File: src/rtl/array_to_position_if.sv
// array_to_position_if
//   Handshake bundle for the meter-bar decoder.
//   Upstream side : i_valid / i_ready / i_array (32-bit bar image, bit 0 lowest)
//   Downstream side: o_valid / o_ready / o_level / o_peak / o_empty / o_malformed
//   master : the environment (drives array + o_ready, observes results)
//   slave  : the decoder
interface array_to_position_if;
    logic        i_valid;
    logic        i_ready;
    logic [31:0] i_array;
    logic        o_valid;
    logic        o_ready;
    logic [5:0]  o_level;
    logic [4:0]  o_peak;
    logic        o_empty;
    logic        o_malformed;

    modport master (
        output i_valid, i_array, o_ready,
        input  i_ready, o_valid, o_level, o_peak, o_empty, o_malformed
    );

    modport slave (
        input  i_valid, i_array, o_ready,
        output i_ready, o_valid, o_level, o_peak, o_empty, o_malformed
    );
endinterface

File: src/rtl/array_to_position.sv
// array_to_position
//   Decodes a 32-segment meter bar image into the length of the contiguous
//   bar from bit 0 (level), the highest lit segment (peak), an empty flag and
//   a malformed flag (two or more lit segments detached from the bar).
//   The captured array is walked one bit per clock, so every result appears
//   exactly 32 edges after the accepting edge, independent of the data.
// Ports
//   clk   : clock, rising edge
//   reset : asynchronous, active-low
//   bus   : array_to_position_if.slave (input handshake + result handshake)
module array_to_position (
    input  logic                  clk,
    input  logic                  reset,
    array_to_position_if.slave    bus
);
    typedef enum logic [1:0] {IDLE, SCAN, DONE} state_t;

    typedef struct packed {
        logic [5:0] level;
        logic [4:0] peak;
        logic       empty;
        logic       malformed;
    } result_t;

    state_t      state_q, state_d;

    logic [31:0] arr_q,    arr_d;
    logic [4:0]  idx_q,    idx_d;
    logic [5:0]  level_q,  level_d;
    logic [4:0]  peak_q,   peak_d;
    logic        any_q,    any_d;
    logic        in_run_q, in_run_d;
    logic [1:0]  extra_q,  extra_d;
    result_t     res_q,    res_d;

    logic        bit_cur;

    assign bit_cur = arr_q[idx_q];

    // State register
    always_ff @(posedge clk or negedge reset) begin
        if (!reset) state_q <= IDLE;
        else        state_q <= state_d;
    end

    // Next state plus scan datapath
    always_comb begin
        state_d  = state_q;
        arr_d    = arr_q;
        idx_d    = idx_q;
        level_d  = level_q;
        peak_d   = peak_q;
        any_d    = any_q;
        in_run_d = in_run_q;
        extra_d  = extra_q;
        res_d    = res_q;

        case (state_q)
            IDLE: begin
                if (bus.i_valid) begin
                    arr_d    = bus.i_array;
                    idx_d    = 5'd0;
                    level_d  = 6'd0;
                    peak_d   = 5'd0;
                    any_d    = 1'b0;
                    in_run_d = 1'b1;
                    extra_d  = 2'd0;
                    state_d  = SCAN;
                end
            end

            SCAN: begin
                if (bit_cur) begin
                    peak_d = idx_q;
                    any_d  = 1'b1;
                    if (in_run_q)
                        level_d = level_q + 6'd1;
                    else if (extra_q != 2'd3)
                        extra_d = extra_q + 2'd1;
                end else begin
                    // once the bar breaks it never resumes for this scan
                    in_run_d = 1'b0;
                end

                // Bit 31 always terminates the walk; the result is built from
                // the updated accumulators so the last bit is included.
                if (idx_q == 5'd31) begin
                    state_d         = DONE;
                    res_d.level     = level_d;
                    res_d.peak      = peak_d;
                    res_d.empty     = ~any_d;
                    res_d.malformed = (extra_d >= 2'd2);
                end else begin
                    idx_d = idx_q + 5'd1;
                end
            end

            DONE: begin
                if (bus.o_ready) state_d = IDLE;
            end

            default: state_d = IDLE;
        endcase
    end

    // Datapath registers; reset discards any in-flight scan
    always_ff @(posedge clk or negedge reset) begin
        if (!reset) begin
            arr_q    <= '0;
            idx_q    <= '0;
            level_q  <= '0;
            peak_q   <= '0;
            any_q    <= 1'b0;
            in_run_q <= 1'b0;
            extra_q  <= '0;
            res_q    <= '0;
        end else begin
            arr_q    <= arr_d;
            idx_q    <= idx_d;
            level_q  <= level_d;
            peak_q   <= peak_d;
            any_q    <= any_d;
            in_run_q <= in_run_d;
            extra_q  <= extra_d;
            res_q    <= res_d;
        end
    end

    assign bus.i_ready     = (state_q == IDLE);
    assign bus.o_valid     = (state_q == DONE);
    assign bus.o_level     = res_q.level;
    assign bus.o_peak      = res_q.peak;
    assign bus.o_empty     = res_q.empty;
    assign bus.o_malformed = res_q.malformed;
endmodule

File: src/flat_wrapper.sv
// flat-port wrapper written by rule: the top's interface ports become plain ports
module array_to_position_flat 
  (clk, reset, bus_i_valid, bus_i_array, bus_o_ready, bus_i_ready, bus_o_valid, bus_o_level, bus_o_peak, bus_o_empty, bus_o_malformed);
  array_to_position_if bus_i ();
  input  logic clk;
  input  logic reset;
  input wire logic [$bits(bus_i.i_valid)-1:0] bus_i_valid;
  input wire logic [$bits(bus_i.i_array)-1:0] bus_i_array;
  input wire logic [$bits(bus_i.o_ready)-1:0] bus_o_ready;
  output wire logic [$bits(bus_i.i_ready)-1:0] bus_i_ready;
  output wire logic [$bits(bus_i.o_valid)-1:0] bus_o_valid;
  output wire logic [$bits(bus_i.o_level)-1:0] bus_o_level;
  output wire logic [$bits(bus_i.o_peak)-1:0] bus_o_peak;
  output wire logic [$bits(bus_i.o_empty)-1:0] bus_o_empty;
  output wire logic [$bits(bus_i.o_malformed)-1:0] bus_o_malformed;
  assign bus_i.i_valid = bus_i_valid;
  assign bus_i.i_array = bus_i_array;
  assign bus_i.o_ready = bus_o_ready;
  assign bus_i_ready = bus_i.i_ready;
  assign bus_o_valid = bus_i.o_valid;
  assign bus_o_level = bus_i.o_level;
  assign bus_o_peak = bus_i.o_peak;
  assign bus_o_empty = bus_i.o_empty;
  assign bus_o_malformed = bus_i.o_malformed;
  array_to_position u_core (.clk(clk), .reset(reset), .bus(bus_i));
endmodule
File: config.mk
export PLATFORM = sky130hd
export DESIGN_NAME = array_to_position_flat
export DESIGN_NICKNAME = d
export VERILOG_FILES = /design/src/rtl/array_to_position_if.sv /design/src/rtl/array_to_position.sv /design/src/flat_wrapper.sv
export SDC_FILE = /design/constraint.sdc
export NUM_CORES = 1
export LEC_CHECK = 0
export BUFFER_PORTS_ARGS = -buffer_cell sky130_fd_sc_hd__buf_2
export CORE_MARGIN = 10
export CORE_UTILIZATION = 50
export DETAILED_ROUTE_END_ITERATION = 10
export GPL_TIMING_DRIVEN = 0
export HOLD_SLACK_MARGIN = 0.02
export PLACE_DENSITY = 0.69
export SLEW_MARGIN = 20
export SYNTH_ARGS = -nofsm -noshare
export SYNTH_HDL_FRONTEND = slang
export SYNTH_SLANG_ARGS = --single-unit
File: constraint.sdc
create_clock -name clk -period 3.8 [get_ports clk]
set_clock_uncertainty 0.05 [all_clocks]
set_input_delay 0.76 -clock clk [delete_from_list [all_inputs] [get_ports clk]]
set_output_delay 0.76 -clock clk [all_outputs]
set_load 0.05 [all_outputs]
---- Word-level counts from Yosys, hierarchy flattened ----
Cells that the tools add are included.
operators by class
  mux-type cells .......................... 28
  equal/unequal tests ..................... 9
  add/sub/neg operators ................... 3
  order comparisons ....................... 2
  div/mod/pow operators ................... 0
  reductions and logical operators ........ 8
  multiply operators ...................... 0
  bitwise gates (word level) .............. 1
  shift operators ......................... 0
operators with widths
  kind                                                 count
  one-hot mux 5 bit (2 select lines)                   2
  two-way mux 6 bit                                    3
  two-way mux 2 bit                                    8
  two-way mux 5 bit                                    3
  one-hot mux 6 bit (2 select lines)                   1
  != test 2 bit (second input constant)                5
  AND reduction 3 bit                                  3
  adder 6 x 1 -> 6 bit (second input constant)         1
  < comparator 5 x 6 -> 1 bit (second input constant)  1
  two-way mux 1 bit                                    6
  one-hot mux 2 bit (3 select lines)                   1
  AND reduction 2 bit                                  3
  adder 5 x 1 -> 5 bit (second input constant)         1
  binary-select mux 1 bit (select 5 bit)               1
  == test 5 bit (second input constant)                1
  one-hot mux 1 bit (2 select lines)                   2
  one-hot mux 2 bit (2 select lines)                   1
  adder 2 x 1 -> 2 bit (second input constant)         1
  == test 2 x 1 -> 1 bit (second input constant)       1
  == test 2 bit (second input constant)                1
  >= comparator 2 bit (second input constant)          1
  zero test 2 bit                                      1
  != test 2 x 1 -> 1 bit (second input constant)       1
  nonzero test 2 bit                                   1
  NOT 1 bit                                            1
word-level totals
  logic and storage cells ................. 63
  bits in latches ......................... 0
  output and inout port bits .............. 15
  input bits .............................. 36
  RAM bits ................................ 0
  bits in read-only memories .............. 0
  bits in registers ....................... 67
  memories kept ........................... 0

---- Depth between registers and ports, before layout ----
  depth after elaboration ................. 6
  depth in mapped cells ................... 9
  mapped depth without buffers ............ 7

---- Worst setup path after synthesis ----
OpenSTA, ideal clock, no wires.
  path type ............................... flip-flop to flip-flop
  start ................................... register u_core.state_q[0]
  end ..................................... register u_core.peak_q[0]
  stages on the path, launching flop included .. 7
  required time ........................... 3629 ps
  buffers on the path ..................... 1
  setup time .............................. 121 ps
  setup slack ............................. 1474 ps
  arrival time ............................ 2155 ps
  clock period less this slack ............ 2326 ps
  path through ............................ dfrtp_1 nor2_1 and2_1 clkbuf_1 nor2_1 or2_2 a22o_1
on the way
  word-level cells in the longest chain between the ends .. 3
  elaborated cells between the ends (all ways) .. 6
  those cells by class .................... eq/ne (2); mux (1); reduce/logical (3)
RTL lines
  what                                                                  line                      source
  from (decl)                                                           array_to_position.sv:25   state_t state_q, state_d;
  from (signal assigned)                                                array_to_position.sv:43   else state_q <= state_d;
  zero test 2 bit (*)                                                   --
  named net bus_i_ready                                                 flat_wrapper.sv:10        output wire logic [$bits(bus_i.i_ready)-1:0] bus_i_ready;
  != test 2 bit (no line) / nonzero test 2 bit (equally long branches)  --
  AND reduction 2 bit (no line)                                         --
  to (signal assigned)                                                  array_to_position.sv:121  peak_q <= peak_d;
  to (decl)                                                             array_to_position.sv:30   logic [4:0] peak_q, peak_d;
Mark *: on every way through the listed nets, which the timed path passes. The rest lies on a longest branch.
A chain may end at the register's enable or synchronous reset.

---- Final worst setup path ----
  start ................................... register u_core.idx_q[0]
  end ..................................... register u_core.peak_q[0]
on the way
  word-level cells in the longest chain between the ends .. 4
RTL lines
  what                                     line                      source
  from (decl)                              array_to_position.sv:28   logic [4:0] idx_q, idx_d;
  from (signal assigned)                   array_to_position.sv:119  idx_q <= idx_d;
  binary-select mux 1 bit (select 5 bit)   array_to_position.sv:38   assign bit_cur = arr_q[idx_q];
  two-way mux 1 bit (not written as such)  array_to_position.sv:38
  two-way mux 5 bit (*)                    array_to_position.sv:73   if (bit_cur) begin
  one-hot mux 5 bit (2 select lines) (*)   array_to_position.sv:58   case (state_q)
Every way passes the cells marked *; elsewhere a longest branch is shown, timed or not. The select of a mux whose other input is x is not followed.

==> summary.md <==
| Metric | Value |
|---|---|
| Final Cell Area | `roughly 3800 um2` |
| Clock buffer depth | `2` |
| Layout cells sized above 1 | `0.215` |
| Final #Nets | `444` |
| WP data arrival | `2.64 ns` |
| Largest area contributor in the netlist | `dfrtp_1` |
| Worst-path fanout max | `10` |
| DRT iter0 DRCs | `between 100 and 150` |
| WL/cell | `about 15 um` |
| Crit path kind | `reg2reg` |
| Synth top area cells | `dfrtp_1 (51%), nand2_1 (14%), mux2i_1 (4.6%)` |
| Root Buffer Master | `clkbuf_8` |
| Antenna Nets Post-Route | `0` |
| Final Cycle Share | `0.649` |
| Cells after Synth | `343` |
| Post-CTS sizing | `0` |
| HPWL after DPL | `approximately 5.4 mm` |
| Final Non-Filler Cells | `487` |
| Width of the die | `~100 um` |
| All-Layer GR Usage | `0.149` |
| PortBufs | `50` |
| Critical path depth in cells | `8` |
| Vias in the first global route | `2,630` |
| Drt drc | `0` |
| RR Startpoint | `u_core.idx_q[0]` |
| Die Y | `101 um` |
| Slowest stage delay, CP | `0.52 ns` |
| Worst skew pair latency | `0.34 ns` |
| Fin crit period | `roughly 2.5 ns` |
| Sequential element share of the synthesized area | `0.510` |
| Ant diodes | `0` |
| Slowest cell on crit path | `mux4_2` |
| Cell variety after synth | `between 40 and 50` |
| Number of cell rows | `29` |
| Final Hold Vio Count | `0` |
| Crit. End Element | `flip-flop` |
| Critical Path RT | `3.97 ns` |
| I/O Pins | `51` |
| Commonest cells in the synthesized netlist | `nand2_1 (119), dfrtp_1 (67), mux2i_1 (15), nor2_1 (15)` |
| Slew of the pin with the lowest slew margin | `~0.51 ns` |
| Grt total ovfl | `0` |
| P_leak | `1.92 nW` |
| Pins Over Slew Limit | `0` |
| DR pass1 iterations | `4` |
| Initial Utilization | `0.517` |
| Routed WL | `7.26 mm` |
| Top FF cell, synth | `dfrtp_1` |
| Worst VDD drop | `484 uV` |
| Reg2reg setup slack | `~1.3 ns` |
| Largest net degree at the start of global routing | `42` |
| Crit Reg-Reg Endpoint | `u_core.peak_q[0]` |
| GPL Wtd Cong | `about 0.85` |
| Core area | `6350 um2` |
| Clock transition at path regs | `0.07 ns` |
| First-pass GRT wire length | `about 12 mm` |
| Syn Nets | `between 300 and 400` |
| DP Area | `3650 um2` |
| Max Cap Violations | `0` |
| P per Cell Area | `901 nW/um2` |
| Average cell area after synthesis | `9.58 um2` |
| Area Growth Syn to Fin | `17.1%` |
| Seq cells post-synth | `67` |
| Top-count cell post-synth | `nand2_1` |
| Outcome | `complete, no violations` |
| Number of synthesized flops with an enable pin | `0` |
| RSZ-0062 raised after global routing | `false` |
| Mapped Area | `3290 um2` |
| CP delay by family, top | `multiplexers` |
| # hold bufs at CTS | `0` |
| R2R depth | `8` |
| Setup TNS Final | `0 ns` |
| CTS tree | `done` |
| Hold Crit Class | `in2async` |
| Initial antenna violation count | `0` |
| Worst path cell trace | `buf_6 -> mux4_2 -> mux2i_1 -> nor3_4 -> nor3_4 -> buf_6 -> nor2_2 -> a22o_1` |
| Syn. warnings | `0` |
| Sink Count | `67` |
| TritonCTS Buffers | `9` |
| Post-synth ARST share | `1.00` |
| CTS H-Tree Depth | `3` |
| Vias | `2,539` |
| Post-synth top area share | `0.510` |
| Die area | `10,200 um2` |
| CP Launch Type | `flip-flop` |
| Headroom to the max-slew limit | `0.660` |
| Setup violations, final | `0` |
| F_max | `slightly above 400 MHz` |
| Bufs and invs on worst path | `2` |
| Vias per cell | `5.21` |
| Fillers | `577` |
| Inst Count DP | `471` |
| Setup fix buffers added after clock tree synthesis | `0` |
[area by class of cell]
| class | count | area, um2 | share of cell area |
|---|---|---|---|
| Sequential cell | 67 | 1680 | 0.436 |
| Multi-Input combinational cell | 250 | 1470 | 0.382 |
| Timing Repair Buffer | 51 | 273 | 0.0709 |
| Clock buffer | 11 | 141 | 0.0367 |
| Buffer | 18 | 110 | 0.0286 |
| Tap cell | 77 | 96.3 | 0.0250 |
| Clock inverter | 5 | 52.6 | 0.0137 |
| Inverter | 8 | 30.0 | 0.00780 |
[power by group]
part           internal, W  switching [W]  total, W  leakage, nW
Combinational     0.000685       0.000978   0.00166        0.975
Sequential         0.00102       0.000202   0.00122        0.851
Clock             0.000318       0.000266  0.000584       0.0991
Total              0.00202        0.00145   0.00347         1.92
[metrics by stage]
step	total power [W]	utilization	hold slack [ns]	setup WS, ns
3_5_place_dp	0.00291	0.576	0.412	1.35
3_3_place_gp	0.00286	0.572	0.403	1.39
4_1_cts	0.00350	0.606	0.271	1.32
6_report	0.00347	0.606	0.267	1.34
5_1_grt	0.00373	0.606	0.294	1.24
2_1_floorplan	0.00251	-	0.390	1.47
[flip-flops by register name, indices dropped and copies added (netlist names)]
name and cells:
u_core.arr_q 32, u_core.bus.o_level 6, u_core.level_q 6, u_core.bus.o_peak 5, u_core.idx_q 5, u_core.peak_q 5, u_core.extra_q 2, u_core.state_q 2
u_core.any_q 1, u_core.bus.o_empty 1, u_core.bus.o_malformed 1, u_core.in_run_q 1
[kinds of logic after synthesis]
family | Yosys count | synth area share
simple gates | 174 | 0.237
flops | 67 | 0.510
compound gates | 48 | 0.104
buf+inv | 26 | 0.0426
mux | 22 | 0.0868
xor+xnor | 3 | 0.00800
fa+ha+maj | 3 | 0.0114
[placed cells by master, fill, tap and decap left out, types with 3 or more instances in the layout]
cell type / Yosys / final
nand2_1: 119 / 119
dfrtp_1: 67 / 67
buf_2: 1 / 50
nor2_1: 15 / 15
mux2i_1: 15 / 15
clkbuf_1: 11 / 12
o21ai_0: 11 / 11
clkbuf_8: 0 / 10
inv_1: 8 / 8
or3_1: 6 / 6
nand2b_1: 5 / 5
buf_6: 5 / 5
mux4_2: 5 / 5
nand3_1: 5 / 5
a31oi_1: 5 / 5
a21oi_1: 5 / 5
o21ai_1: 5 / 5
a22o_1: 5 / 5
and2_1: 4 / 4
nor2b_1: 4 / 4
ha_1: 3 / 3
clkinv_2: 0 / 3
[per-layer routing]
metal,wire (um),GRT usage,up-vias
met4,96,0.0579,0
li1,-,-,1289
met1,3440,0.192,1194
met3,316,0.0302,11
met2,3410,0.238,45
met5,0,0,-
[worst max path at each step]
stage                                  from                to  slack, ns
after floorplan           u_core.state_q[0]  u_core.peak_q[0]       1.47
after global placement      u_core.idx_q[0]  u_core.peak_q[1]       1.39
after detailed placement    u_core.idx_q[0]  u_core.peak_q[0]       1.35
after CTS                   u_core.idx_q[0]  u_core.peak_q[0]       1.32
after global routing        u_core.idx_q[0]  u_core.peak_q[0]       1.24
final                       u_core.idx_q[0]  u_core.peak_q[0]       1.34
No activity file was read; power rests on OpenSTA's default activity.
